`src/rtl/roi_axis_fifo.sv`:
```
// Output FIFO behind the ROI crop stage: turns a no-backpressure pixel stream into
// an AXI-Stream master, dropping frame tails on overflow while still closing every frame.
module roi_axis_fifo #(
    parameter int BIT_D = 8,
    parameter int DEPTH = 16,
    parameter int CNT_W = 16
) (
    input  logic             clk_i,
    input  logic             rst_n_i,
    input  logic [BIT_D-1:0] s_tdata_i,
    input  logic             s_tvalid_i,
    input  logic             s_tlast_i,
    output logic [BIT_D-1:0] m_tdata_o,
    output logic             m_tvalid_o,
    output logic             m_tlast_o,
    input  logic             m_tready_i,
    output logic             ovf_o,
    output logic [CNT_W-1:0] drop_cnt_o
);

    localparam int AW = $clog2(DEPTH);
    localparam logic [AW:0] FULL = (AW + 1)'(DEPTH);

    typedef enum logic [1:0] {ST_PASS, ST_DROP, ST_CLOSE} st_t;

    st_t              st_q, st_d;
    logic [BIT_D:0]   mem [DEPTH];
    logic [AW-1:0]    wr_ptr_q, rd_ptr_q;
    logic [AW:0]      count_q;
    logic [BIT_D-1:0] last_data_q, last_data_d;
    logic             tail_drop_q, tail_drop_d;
    logic             ovf_q;
    logic [CNT_W-1:0] drop_cnt_q;

    logic             push, pop, space, drop;
    logic [BIT_D:0]   push_data;
    logic [BIT_D:0]   head;

    assign head       = mem[rd_ptr_q];
    assign m_tvalid_o = (count_q != '0);
    assign m_tdata_o  = m_tvalid_o ? head[BIT_D-1:0] : '0;
    assign m_tlast_o  = m_tvalid_o & head[BIT_D];
    assign ovf_o      = ovf_q;
    assign drop_cnt_o = drop_cnt_q;

    // NOTE: every signal driven here gets a default first so no path can infer a latch.
    always_comb begin
        pop         = m_tvalid_o & m_tready_i;
        space       = (count_q != FULL) | pop;
        push        = 1'b0;
        drop        = 1'b0;
        push_data   = {s_tlast_i, s_tdata_i};
        st_d        = st_q;
        last_data_d = last_data_q;
        tail_drop_d = tail_drop_q;

        case (st_q)
            ST_PASS: begin
                if (s_tvalid_i) begin
                    if (space) begin
                        push = 1'b1;
                    end else begin
                        drop = 1'b1;
                        if (s_tlast_i) begin
                            last_data_d = s_tdata_i;
                            tail_drop_d = 1'b0;
                            st_d        = ST_CLOSE;
                        end else begin
                            st_d = ST_DROP;
                        end
                    end
                end
            end
            ST_DROP: begin
                if (s_tvalid_i) begin
                    if (s_tlast_i && space) begin
                        push = 1'b1;
                        st_d = ST_PASS;
                    end else begin
                        drop = 1'b1;
                        if (s_tlast_i) begin
                            last_data_d = s_tdata_i;
                            tail_drop_d = 1'b0;
                            st_d        = ST_CLOSE;
                        end
                    end
                end
            end
            ST_CLOSE: begin
                // A newer tlast replaces the owed one; plain beats mark a started-then-lost frame.
                if (s_tvalid_i) begin
                    drop = 1'b1;
                    if (s_tlast_i) begin
                        last_data_d = s_tdata_i;
                        tail_drop_d = 1'b0;
                    end else begin
                        tail_drop_d = 1'b1;
                    end
                end
                if (space) begin
                    push      = 1'b1;
                    push_data = {1'b1, last_data_q};
                    if (s_tvalid_i && s_tlast_i) begin
                        st_d = ST_CLOSE;
                    end else begin
                        st_d        = (tail_drop_q || s_tvalid_i) ? ST_DROP : ST_PASS;
                        tail_drop_d = 1'b0;
                    end
                end
            end
            default: st_d = ST_PASS;
        endcase
    end

    // NOTE: sequential state uses non-blocking assignments so all registers update together.
    always_ff @(posedge clk_i) begin
        if (!rst_n_i) begin
            st_q        <= ST_PASS;
            wr_ptr_q    <= '0;
            rd_ptr_q    <= '0;
            count_q     <= '0;
            last_data_q <= '0;
            tail_drop_q <= 1'b0;
            ovf_q       <= 1'b0;
            drop_cnt_q  <= '0;
        end else begin
            st_q        <= st_d;
            last_data_q <= last_data_d;
            tail_drop_q <= tail_drop_d;
            if (push) wr_ptr_q <= wr_ptr_q + AW'(1);
            if (pop)  rd_ptr_q <= rd_ptr_q + AW'(1);
            case ({push, pop})
                2'b10:   count_q <= count_q + (AW + 1)'(1);
                2'b01:   count_q <= count_q - (AW + 1)'(1);
                default: count_q <= count_q;
            endcase
            if (drop) begin
                ovf_q <= 1'b1;
                if (drop_cnt_q != '1) drop_cnt_q <= drop_cnt_q + CNT_W'(1);
            end
        end
    end

    // NOTE: storage has no reset; count/valid gating makes stale contents unobservable.
    always_ff @(posedge clk_i) begin
        if (rst_n_i && push) mem[wr_ptr_q] <= push_data;
    end

endmodule

```
`config.mk`:
```
export PLATFORM = sky130hd
export DESIGN_NAME = roi_axis_fifo
export DESIGN_NICKNAME = d
export VERILOG_FILES = /design/src/rtl/roi_axis_fifo.sv
export SDC_FILE = /design/constraint.sdc
export NUM_CORES = 1
export LEC_CHECK = 0
export CAP_MARGIN = 0
export CELL_PAD_IN_SITES_DETAIL_PLACEMENT = 1
export CELL_PAD_IN_SITES_GLOBAL_PLACEMENT = 2
export CORE_MARGIN = 4
export CORE_UTILIZATION = 48
export CTS_CLUSTER_SIZE = 30
export DETAILED_ROUTE_END_ITERATION = 12
export HOLD_SLACK_MARGIN = 0.02
export PLACE_DENSITY_LB_ADDON = 0.1
export REMOVE_ABC_BUFFERS = 1
export SLEW_MARGIN = 30
export SYNTH_ARGS = -nofsm -noshare
export SYNTH_HDL_FRONTEND = slang
export SYNTH_SLANG_ARGS = --single-unit
```
`constraint.sdc`:
```
create_clock -name clk_i -period 4.95 [get_ports clk_i]
set_input_delay 0.495 -clock clk_i [delete_from_list [all_inputs] [get_ports clk_i]]
set_output_delay 0.495 -clock clk_i [all_outputs]
set_load 0.02 [all_outputs]
```
==> reports/summary.md, run 1 <==
The run finished with clean final reports. The die covers 0.01863 mm^2. The worst setup path is captured at an output pin. For the total negative setup slack, the log shows 0 ps. The setup path with the least slack is of type flop to output pin. The portion of synthesized cell area occupied by the leading cell type was 54.58%; the synthesized instance count was 511. The placed instance area was 0.008561 mm^2. In this run the critical register-to-register path is launched from count_q[1]. The final critical path time including I/O delays and setup came out at 3583 ps. The worst register-to-register path ends at count_q[4]. The initial antenna violation count is 0. Setup violations remaining at the end of the flow were counted as 0.

The die is 136.5 um wide. The number of DRC markers in iteration 0 was 301; the clock latency reported for the late side of the worst-skew pair was 430 ps. In this run the tool buffered the top-level ports with 39 buffer cells.

The final RePlAce weighted congestion is 0.7888, and the power per unit of standard cell area is 448.5 mW/mm^2. After clock tree synthesis, the setup repair step added 0 buffers. The tools report the count of maximum capacitance violations as 0.

The mean routed wirelength per cell is 21.62 um. After synthesis, the share of flip-flops with an asynchronous set or reset is 0%. Post-route clock period utilization: 72.38%. The logs give 4 for the first-pass iteration count of the detailed router and 16.89 mm for the wire length reported by the detailed router. The startpoint type of the worst setup path was a flop. Number of pins exceeding their max-slew limit in the final report: 0. Cells with a size suffix above 1 make up 18.94% of the layout.

In this run the count of I/O pins placed on the die edge is 40. Of all nets on the critical path, the largest fanout is 21. After filler insertion, the fill cell instance count of the layout stands at 1542. For the antenna cell count, the log shows 0. The pin count of the biggest net entering global routing is 62. At the worst endpoint, the arrival time is 3090 ps.

The clock net in this run drives a total of 189 sinks. The die extent in y works out to 136.5 um. In the synthesized netlist the dominant register cell turns out to be sky130_fd_sc_hd__edfxtp_1. The logs give 0 for the final number of hold-violating endpoints and 1560 ps for the minimum setup slack among reg-to-reg paths. The total vias in the final route was 4406; the count of H-tree levels built during CTS was 4. At the pin with the least slew margin, the transition time is 972.1 ps. The logs give 575 for the net count of the finished layout and 0 for the remaining number of nets flagged by the antenna check after routing. Across every metal layer, demand over resource in global routing totals 19.39%.

The Yosys warning count is 0, and the worst hold path depth is 1. Summed over all nets, the half-perimeter wirelength after detailed placement is 10.96 mm. Library cell occupying the most area in the post-synthesis netlist: sky130_fd_sc_hd__edfxtp_1. Worst reg-to-reg path cell count: 12. Yosys attributes the largest share of cell area to sky130_fd_sc_hd__edfxtp_1, sky130_fd_sc_hd__dfxtp_1, sky130_fd_sc_hd__mux4_2, sky130_fd_sc_hd__mux2i_1, sky130_fd_sc_hd__ha_1.

Yosys mapped a number of flops with a built-in enable equal to 144. For hold timing, the worst endpoint is ovf_o. Setup slack closes at 1367 ps.

After clock tree synthesis, the clock-pin slew on the worst setup and hold paths is 70 ps. The normalized max-slew margin is 34.95%. Final design utilization: 57.15%. Number of gates resized after CTS: 0. The tools report the total power after layout as 0.004101 W. DRC violations left: 0. The start point of the worst hold path is ovf_o. The finished cells cover 0.009144 mm^2. Between clock sinks in the finished design, the worst skew comes to 10.28 ps. The synthesized netlist occupies a cell area of 0.007923 mm^2. For the required time of the critical path, the log shows 4450 ps.

The netlist uses 51 different library cells. Setup repair after global routing left no endpoint under its margin. The synthesized area per cell was 15.50 um^2; the maximum operating frequency was 279.1 MHz. The initial utilization of the core area, before any placement, comes to 49.52%. The total global routing overflow was 0; the placeable core area was 0.01600 mm^2. Before CTS, the worst setup slack after placement is 1237 ps. The worst-case clock buffer depth came out at 2. The floorplan has 46 rows. The tree is rooted in a sky130_fd_sc_hd__clkbuf_16. The min-delay analysis places its worst path in the category flop to flop. The first global-routing pass estimated 26.65 mm of wire. The post-synthesis register bit count was 189. The logs give 0.2628 mV for the worst supply voltage drop on vdd and 17 for the CTS buffer count. Sequential cells were found to cover 65.95% of the synthesized design area.

The standby leakage power was 2.954 nW. The count of hold-fix buffers inserted at cts was 0; the post-detailed-route via-to-cell ratio was 5.641. The tools report the number of global-route vias before repair as 4659. TritonCTS built the clock tree. Synthesis-to-finish area growth: 15.41%.
## area by class of cell
class / count / area [um^2] / share of cell area [%]
flip-flops and latches: 189 / 5226 / 57.16
repair buffers: 48 / 452.9 / 4.953
clock inverters: 14 / 136.4 / 1.492
inverters: 6 / 22.52 / 0.2463
clock buffers: 18 / 429.2 / 4.693
multi-input cells: 290 / 2606 / 28.50
well taps: 216 / 270.3 / 2.956
## worst max path at each step
| stage | startpoint | end | slack, ps | cells past startpoint |
|---|---|---|---|---|
| final | flop | m_tdata_o[2] | 1370 | 5 |
| after global routing | count_q[1] | count_q[4] | 1190 | 12 |
| after CTS | flop | m_tdata_o[2] | 1300 | 5 |
| after detailed placement | s_tvalid_i | count_q[4] | 1240 | 13 |
| after global placement | s_tvalid_i | count_q[4] | 1400 | 13 |
| after floorplan | count_q[1] | count_q[4] | 1850 | 11 |
## per-stage QoR
stage	std cells	hold slack, ps
after CTS	781	474.5
after global routing	781	493.8
after global placement	749	447.0
final	781	468.2
after detailed placement	749	456.3
after floorplan	485	437.7
## flip-flops by register name, indices dropped and copies added, names as in the netlist, named ones only
register / count
count_q: 5
drop_cnt_o: 16
last_data_q: 8
mem: 144
ovf_o: 1
rd_ptr_q: 4
st_q: 2
tail_drop_q: 1
wr_ptr_q: 4
## worst max-delay path, stage by stage (launching register included)
cell and delay, ps:
sky130_fd_sc_hd__dfxtp_1 870, sky130_fd_sc_hd__buf_4 450, sky130_fd_sc_hd__mux4_2 350, sky130_fd_sc_hd__mux2i_1 230, sky130_fd_sc_hd__o22ai_1 170, sky130_fd_sc_hd__clkdlybuf4s50_1 580
## kinds of logic (layout without fill, tap and decap cells)
kind of cell,count (synthesis),in the layout,synth area share (%)
muxes,68,68,14.40
and+or+nand+nor,141,141,9.729
buffers and inverters,32,86,1.769
AOI/OAI and AO/OA,52,52,4.469
xor gates and xnor gates,19,19,2.100
DFF,189,189,65.95
adders and majority gates,10,10,1.579
## routing by layer
metal | vias up | track usage, % | wire length (um)
met5 | - | 0 | 0
met4 | 0 | 6.103 | 204
met3 | 13 | 3.960 | 512
met2 | 86 | 33.00 | 8871
met1 | 2250 | 25.04 | 7297
li1 | 2057 | - | -
## cells in the mapped netlist, types with 3 or more instances
library cell,instances
sky130_fd_sc_hd__a21oi_1,5
sky130_fd_sc_hd__nand4_1,8
sky130_fd_sc_hd__buf_1,3
sky130_fd_sc_hd__ha_1,10
sky130_fd_sc_hd__xnor2_1,8
sky130_fd_sc_hd__mux2i_1,24
sky130_fd_sc_hd__buf_2,4
sky130_fd_sc_hd__o21ai_0,15
sky130_fd_sc_hd__and3_1,3
sky130_fd_sc_hd__mux4_2,36
sky130_fd_sc_hd__o22ai_1,11
sky130_fd_sc_hd__clkbuf_1,17
sky130_fd_sc_hd__edfxtp_1,144
sky130_fd_sc_hd__o21a_1,3
sky130_fd_sc_hd__xor2_1,11
sky130_fd_sc_hd__nor2b_1,4
sky130_fd_sc_hd__nor2_1,22
sky130_fd_sc_hd__nand3_1,17
sky130_fd_sc_hd__nand2b_1,11
sky130_fd_sc_hd__mux2_2,8
sky130_fd_sc_hd__nor4_1,6
sky130_fd_sc_hd__and2_1,17
sky130_fd_sc_hd__nand2_1,32
sky130_fd_sc_hd__a21boi_0,5
sky130_fd_sc_hd__dfxtp_1,45
sky130_fd_sc_hd__inv_1,6
## cells in the final DEF (no fill, tap or decap), drive strengths merged, types with 10 or more instances in the layout
cell	count
o21ai	15
nor2	22
dfxtp	45
o22ai	11
buf	10
mux2i	24
nand2	32
mux4	36
ha	10
inv	11
nand2b	11
clkbuf	18
and2	17
clkdlybuf4s50	38
nand3	17
edfxtp	144
xor2	11
## report_power, final
part	internal [W]	leakage (nW)	total (W)	switching (W)
clock network	0.000703	0.262	0.00131	0.000602
registers	0.00175	1.66	0.00181	0.0000562
logic	0.000469	1.03	0.000988	0.000518
total	0.00292	2.95	0.00410	0.00118
Note: power is estimated with default switching activity, not from simulation.
==> run 2: changes to the inputs <==
- CORE_UTILIZATION: 48 -> 44
- clock period: 4.95 -> 3.5 ns (I/O delays scaled with it)
==> reports/summary.md, run 2 (synthesized netlist as in run 1, its figures left out) <==
The minimum setup slack among reg-to-reg paths was 430 ps (-1130 ps); the pin count of the biggest net entering global routing was 50 (-19%). Number of filler cells placed in the layout: 1659 (+7.6%). The cell family contributing the most delay on the critical path is simple AND/OR/NAND/NOR gates. The net switching power figure was 0.001675 W (+42%). The worst slack at placement was 157.3 ps (-1079 ps).

The tools report the number of endpoints failing setup at the final stage as 0 (unchanged). The power per unit of standard cell area came out at 644.0 mW/mm^2 (+44%). The CTS buffer count was 17 (unchanged). The run gives 0 (unchanged) as the number of gates resized after CTS. The flow ran to the end, and the final reports show no timing, DRC or antenna violations. The final RePlAce weighted congestion was 0.7964 (+0.96%). The HPWL after detailed placement is 11.32 mm (+3.3%), and the final number of hold-violating endpoints is 0 (unchanged). For the antenna cell count, the log shows 0 (unchanged). The tools report the total global routing overflow as 0 (unchanged). The clock transition at the registers of the reported paths was 70 ps (about the same). The first-pass GRT wire length was 27.26 mm (+2.3%).

The number of rows created at floorplan is 48 (+4.3%). The DRC violations left was 0 (unchanged); the net switching share of the total power was 27.97% (-0.73 points). The logs give 42.4% (-1.7 points) for the sequential fraction of design power and 40 (unchanged) for the number of top-level design ports. The x dimension of the die came out at 142.2 um (+4.2%). The post-route clock period utilization was 89.50%. The critical path goes through nor4_1, buf_4, nand2b_1, nand2b_1, o22ai_1, clkdlybuf4s50_1.

The placed instance area is 0.008687 mm^2 (+1.5%), and the total power after layout is 0.005990 W (+46%). Cell internal power dissipation: 0.004315 W (+48%). The die extent in y is 142.2 um (+4.2%), and the multi-input combinational cell area is 0.002564 mm^2 (-1.6%). The min-delay analysis places its worst path in the category input pin to flop. Number of buffers added on ports: 39 (unchanged).

The buffering stage count on the worst path with inverters included is 2 (unchanged). The total negative setup slack came out at 0 ps (unchanged). Leaving out fill and tap cells, the most frequent cell in the layout is sky130_fd_sc_hd__edfxtp_1. Ranked by flip-flop count, first place goes to mem. Area used by sequential logic in the layout: 0.005226 mm^2 (unchanged).

STA classifies the critical path startpoint as a flop. The fraction of final layout cells with drive strength greater than 1 works out to 19.42% (+0.48 points). The run gives 0.01748 mm^2 (+9.2%) as the placeable core area.

The run gives 0 (unchanged) as the initial antenna violation count. The logs give 3150 ps (-1300 ps) for the required time of the critical path and 430 ps (about the same) for the clock latency reported for the late side of the worst-skew pair. The count of H-tree levels built during CTS came out at 4 (unchanged).

For the wire length reported by the detailed router, the log shows 16.97 mm (+0.53%). The buffer count from post-CTS setup fixing is 0 (unchanged). The clock skew after layout was 11.32 ps (+1.037 ps); the stage delay of the slowest cell on the critical path was 580 ps (-290 ps).

The number of global-route vias before repair was 4863 (+4.4%). The root buffer cell chosen for the clock tree is sky130_fd_sc_hd__clkbuf_16. Setup repair after global routing left no endpoint under its margin. The first-pass iteration count of the detailed router is 4 (unchanged), and the starting utilization of the core area is 45.33% (-4.2 points).

Number of DRC markers in iteration 0: 202 (-33%). The tools report the type of element capturing the critical path as an output pin. The synthesis-to-finish area growth was 17.40%; the normalized max-slew margin was 61.89% (+27 points). The standby leakage power was 3.062 nW (+3.7%). The clock network fraction of total power was 33.3% (+1.5 points); the slew at the pin closest to its max-slew limit was 571.7 ps (-400.4 ps). The clock sink count was 189 (unchanged). By startpoint and endpoint, the worst setup path is classified as flop to output pin. The setup slack of the critical path after layout is 367.5 ps (-999.4 ps), and the worst-case clock buffer depth is 2 (unchanged). Leaving out fill and tap cells, the most frequent cells in the layout are sky130_fd_sc_hd__edfxtp_1, sky130_fd_sc_hd__dfxtp_1, sky130_fd_sc_hd__clkdlybuf4s50_1, sky130_fd_sc_hd__mux4_2, sky130_fd_sc_hd__nand2_1. The final design utilization came out at 53.22% (-3.9 points). For the maximum operating frequency, the log shows 319.2 MHz. The logs give 0 (unchanged) for the count of hold-fix buffers inserted at cts and 0 (unchanged) for the remaining number of nets flagged by the antenna check after routing. The data arrival at the endpoint of the critical path was 2780 ps (-310 ps).

For the count of maximum capacitance violations, the log shows 0 (unchanged). The full die area is 0.02022 mm^2 (+8.5%), and the all-layer global routing usage is 17.87% (-1.5 points). Worst supply voltage drop on vdd: 0.3989 mV (+52%).

The number of pins exceeding their max-slew limit in the final report came out at 0 (unchanged). The maximum net fanout on the critical path came out at 9 (-57%). Among all stages on the critical path, the largest delay is contributed by sky130_fd_sc_hd__clkdlybuf4s50_1. The mean routed wirelength per cell is 21.03 um (-2.7%), and the final standard cell area without fillers is 0.009301 mm^2 (+1.7%).

TritonCTS built the clock tree. The most numerous cell type found on the critical path is sky130_fd_sc_hd__nand2b_1. The number of flip-flops under the largest register name is 144 (unchanged), and the final critical path time including I/O delays and setup is 3132 ps. The post-detailed-route via-to-cell ratio is 5.544 (-1.7%), and the total vias in the final route is 4474 (+1.5%). The relative contribution of combinational cells to total power is 24.3% (+0.2 points). The tools report the net count of the finished layout as 592 (+3.0%).
[run 2: cell types whose count changed in the layout (fill, tap and decap cells not counted), sizes merged]
cell      change
buf          +17
clkinv        +1
inv           -1
clkinvlp      -2
bufinv        +2
[run 2: per-layer routing]
layer | global-route usage, % | share of wire, % | vias to the layer above
met1 | 21.94 | 43 | 2307
met2 | 31.60 | 53 | 61
met3 | 3.763 | 3.4 | 17
li1 | - | - | 2089
met4 | 5.758 | 1.2 | 0
met5 | 0 | 0 | -
[run 2: layout make-up]
type	count	area share (%)
clock buffer	18	4.614
clock inverter	14	1.991
inverter	6	0.2421
multi-input combinational	290	27.56
sequential	189	56.19
tap	225	3.027
timing repair buffer	65	6.376
[run 2: final timing paths]
kind | start | endpoint | cells after the start
setup / recovery | count_q[1] | m_tdata_o[7] | 6
hold / removal | rst_n_i | wr_ptr_q[1] | 2
setup reg to reg | count_q[1] | count_q[4] | 10
hold reg to reg | last_data_q[4] | last_data_q[4] | 2
[run 2: per-stage QoR]
stage	hold WS [ps]	cells
global placement	447.6	775
global route	300.6	807
detailed placement	468.5	775
floorplan	437.7	485
finish	297.0	807
CTS	280.6	807
[run 2: power groups by stage]
stage / Sequential [W] / Combinational, W / Clock, W
2_1_floorplan: 0.00267 / 0.000860 / 0
3_3_place_gp: 0.00258 / 0.00145 / 0
3_5_place_dp: 0.00259 / 0.00148 / 0
4_1_cts: 0.00254 / 0.00148 / 0.00206
5_1_grt: 0.00255 / 0.00159 / 0.00216
6_report: 0.00254 / 0.00145 / 0.00199
==> run 3: changes to the inputs <==
- ABC_AREA: not set -> 0
- GPL_TIMING_DRIVEN: not set -> 0
==> reports/summary.md, run 3 (synthesized netlist as in run 1, its figures left out) <==
The DRC violations left was 0 (unchanged). The logs give 0 (unchanged) for the number of endpoints failing setup at the final stage and 17 (unchanged) for the CTS buffer count. The mean routed wirelength per cell was 21.75 um (+3.4%); the pin count of the biggest net entering global routing was 62 (+24%). The placed cell count was 758 (-2.2%). For the normalized max-slew margin, the log shows 31.28% (-31 points).

The worst setup path is captured at a flop. In the layout the commonest cells are sky130_fd_sc_hd__edfxtp_1, sky130_fd_sc_hd__dfxtp_1, sky130_fd_sc_hd__clkdlybuf4s50_1, sky130_fd_sc_hd__mux4_2, sky130_fd_sc_hd__nand2_1. The number of gates resized after CTS was 2 (+2).

The x dimension of the die is 142.2 um (unchanged). For the wire length on met2, the log shows 8.966 mm (about the same). The total global routing overflow was 0 (unchanged); the synthesis-to-finish area growth was 15.71%. The total power after layout was 0.005740 W (-4.2%); the maximum net fanout on the critical path was 11 (+2). Final number of hold-violating endpoints: 0 (unchanged). The CTS root buffer was sky130_fd_sc_hd__clkbuf_16. The all-layer global routing usage is 18.38% (+0.51 points), and the net count of the finished layout is 575 (-2.9%). The number of global-route vias before repair came out at 4755 (-2.2%). The logs give 45.33% (unchanged) for the starting utilization of the core area and 17.18 mm (+1.2%) for the wire length reported by the detailed router.

The number of cells in the finished layout apart from fillers is 790 (-2.1%), and the post-route clock period utilization is 91.50% (+2.0 points). The remaining number of nets flagged by the antenna check after routing was 0 (unchanged). Most frequent standard cell in the layout excluding fill and tap cells: sky130_fd_sc_hd__edfxtp_1.

Die extent in y: 142.2 um (unchanged). The number of rows created at floorplan is 48 (unchanged). The power per unit of standard cell area is 626.1 mW/mm^2 (-2.8%). For the minimum setup slack among reg-to-reg paths, the log shows 350 ps (-80 ps). Worst min-delay path category: input pin to flop.

The final RePlAce weighted congestion was 0.7634 (-4.1%). The run gives 0.01748 mm^2 (unchanged) as the placeable core area. The initial antenna violation count was 0 (unchanged). The worst setup path is of the input pin to flop kind.

The slew at the pin closest to its max-slew limit is 1027 ps (+455.3 ps). The final design utilization is 52.46% (-0.77 points). The path with the worst hold slack has its endpoint at ovf_o.

The clock skew after layout came out at 9.156 ps (-2.164 ps). The flow ran to the end, and the final reports show no timing, DRC or antenna violations. The tools report the antenna cell count as 0 (unchanged). Clock sink count: 189 (unchanged). TritonCTS built the clock tree. The logs give 0 (unchanged) for the count of hold-fix buffers inserted at cts and 427 um (-26%) for the length of routed met3 wiring. The fraction of final layout cells with drive strength greater than 1 is 20.18% (+0.76 points), and the worst reg-to-reg path cell count is 11 (+1). The count of maximum capacitance violations was 0 (unchanged). The endpoint identified for the worst register-to-register timing path is count_q[4].

The number of filler cells placed in the layout is 1653 (-0.36%). The clock latency reported for the late side of the worst-skew pair is 430 ps (about the same). The first-pass GRT wire length is 27.83 mm (+2.1%), and the count of H-tree levels built during CTS is 4 (unchanged). The post-detailed-route via-to-cell ratio came out at 5.600 (+1.0%).

The first-pass iteration count of the detailed router was 4 (unchanged); the standby leakage power was 2.955 nW (-3.5%). The number of DRC markers in iteration 0 came out at 182 (-9.9%). The register with the most flip-flops is mem. The final critical path time including I/O delays and setup was 3203 ps (+70.04 ps); the required time of the critical path was 3860 ps (+710 ps). The clock transition at the registers of the reported paths works out to 70 ps (about the same).

For the number of pins exceeding their max-slew limit in the final report, the log shows 0 (unchanged). The worst supply voltage drop on vdd was 0.4166 mV (+4.4%). The number of top-level design ports was 40 (unchanged).

The tools report the startpoint type of the worst setup path as an input pin. Setup repair after global routing left no endpoint under its margin. The tools report the total vias in the final route as 4424 (-1.1%).

The highest metal layer with signal wires is met4. Full die area: 0.02022 mm^2 (unchanged). The multi-input combinational cell area is 0.002656 mm^2 (+3.6%), and the area used by sequential logic in the layout is 0.005234 mm^2 (+0.14%). Worst-case clock buffer depth: 2 (unchanged).

The number of flip-flops under the largest register name is 144 (unchanged), and the number of buffers added on ports is 39 (unchanged). Total negative setup slack: 0 ps (unchanged). Worst hold path depth: 2 (unchanged). The worst hold path begins at rst_n_i. For the data arrival at the endpoint of the critical path, the log shows 3560 ps (+780 ps). The logs give 11.21 mm (-0.99%) for the HPWL after detailed placement and 450.7 ps (+153.7 ps) for the worst hold slack after final layout. For the buffer count from post-CTS setup fixing, the log shows 0 (unchanged). The tools report the beginning of the worst register-to-register path as count_q[1]. The maximum operating frequency came out at 312.3 MHz (-2.2%). The detailed-route wire length on metal 1 is 7.518 mm (+4.0%).
## run 3: layout make-up
type	instances	area share [%]
Clock buffer	17	4.640
Clock inverter	15	1.092
Inverter	6	0.2457
Multi-Input combinational cell	290	28.98
Sequential cell	189	57.09
Tap cell	225	3.071
Timing Repair Buffer	48	4.886
## run 3: layer usage
layer  GRT usage, %  up-vias
li1               -     2061
met1          23.66     2270
met2          31.48       71
met3          3.595       22
met4          6.010        0
met5              0        -
## run 3: per-stage QoR
| stage | worst slack, ps | instance area, um^2 |
|---|---|---|
| final | 297.5 | 9168 |
| after global routing | 87.81 | 9168 |
| after CTS | 37.53 | 9133 |
| after detailed placement | -828.5 | 8594 |
| after global placement | -1605 | 8477 |
| after floorplan | 396.3 | 7805 |
## run 3: how the worst max path moves through the flow
| stage | from | to |
|---|---|---|
| 2_1_floorplan | count_q[1] | count_q[4] |
| 3_3_place_gp | rst_n_i | mem[1][3] |
| 3_5_place_dp | s_tvalid_i | count_q[4] |
| 4_1_cts | count_q[1] | count_q[4] |
| 5_1_grt | count_q[1] | count_q[4] |
| 6_report | s_tvalid_i | count_q[4] |
## run 3: where the power goes
group          total (W)  internal [W]  leakage (nW)  switching, W
Sequential       0.00263       0.00248          1.66      0.000147
Clock            0.00172      0.000902         0.248      0.000822
Combinational    0.00139      0.000690          1.04      0.000697
Total            0.00574       0.00407          2.96       0.00167
## run 3: critical path, stage by stage
cell	delay, ps
sky130_fd_sc_hd__clkdlybuf4s50_1	740
sky130_fd_sc_hd__nor2_1	130
sky130_fd_sc_hd__a221oi_4	400
sky130_fd_sc_hd__inv_2	190
sky130_fd_sc_hd__ha_1	370
sky130_fd_sc_hd__xor2_1	190
sky130_fd_sc_hd__ha_1	220
sky130_fd_sc_hd__a211o_1	270
sky130_fd_sc_hd__a21oi_1	140
sky130_fd_sc_hd__a221oi_1	70
sky130_fd_sc_hd__or3_1	310
sky130_fd_sc_hd__a21boi_0	160
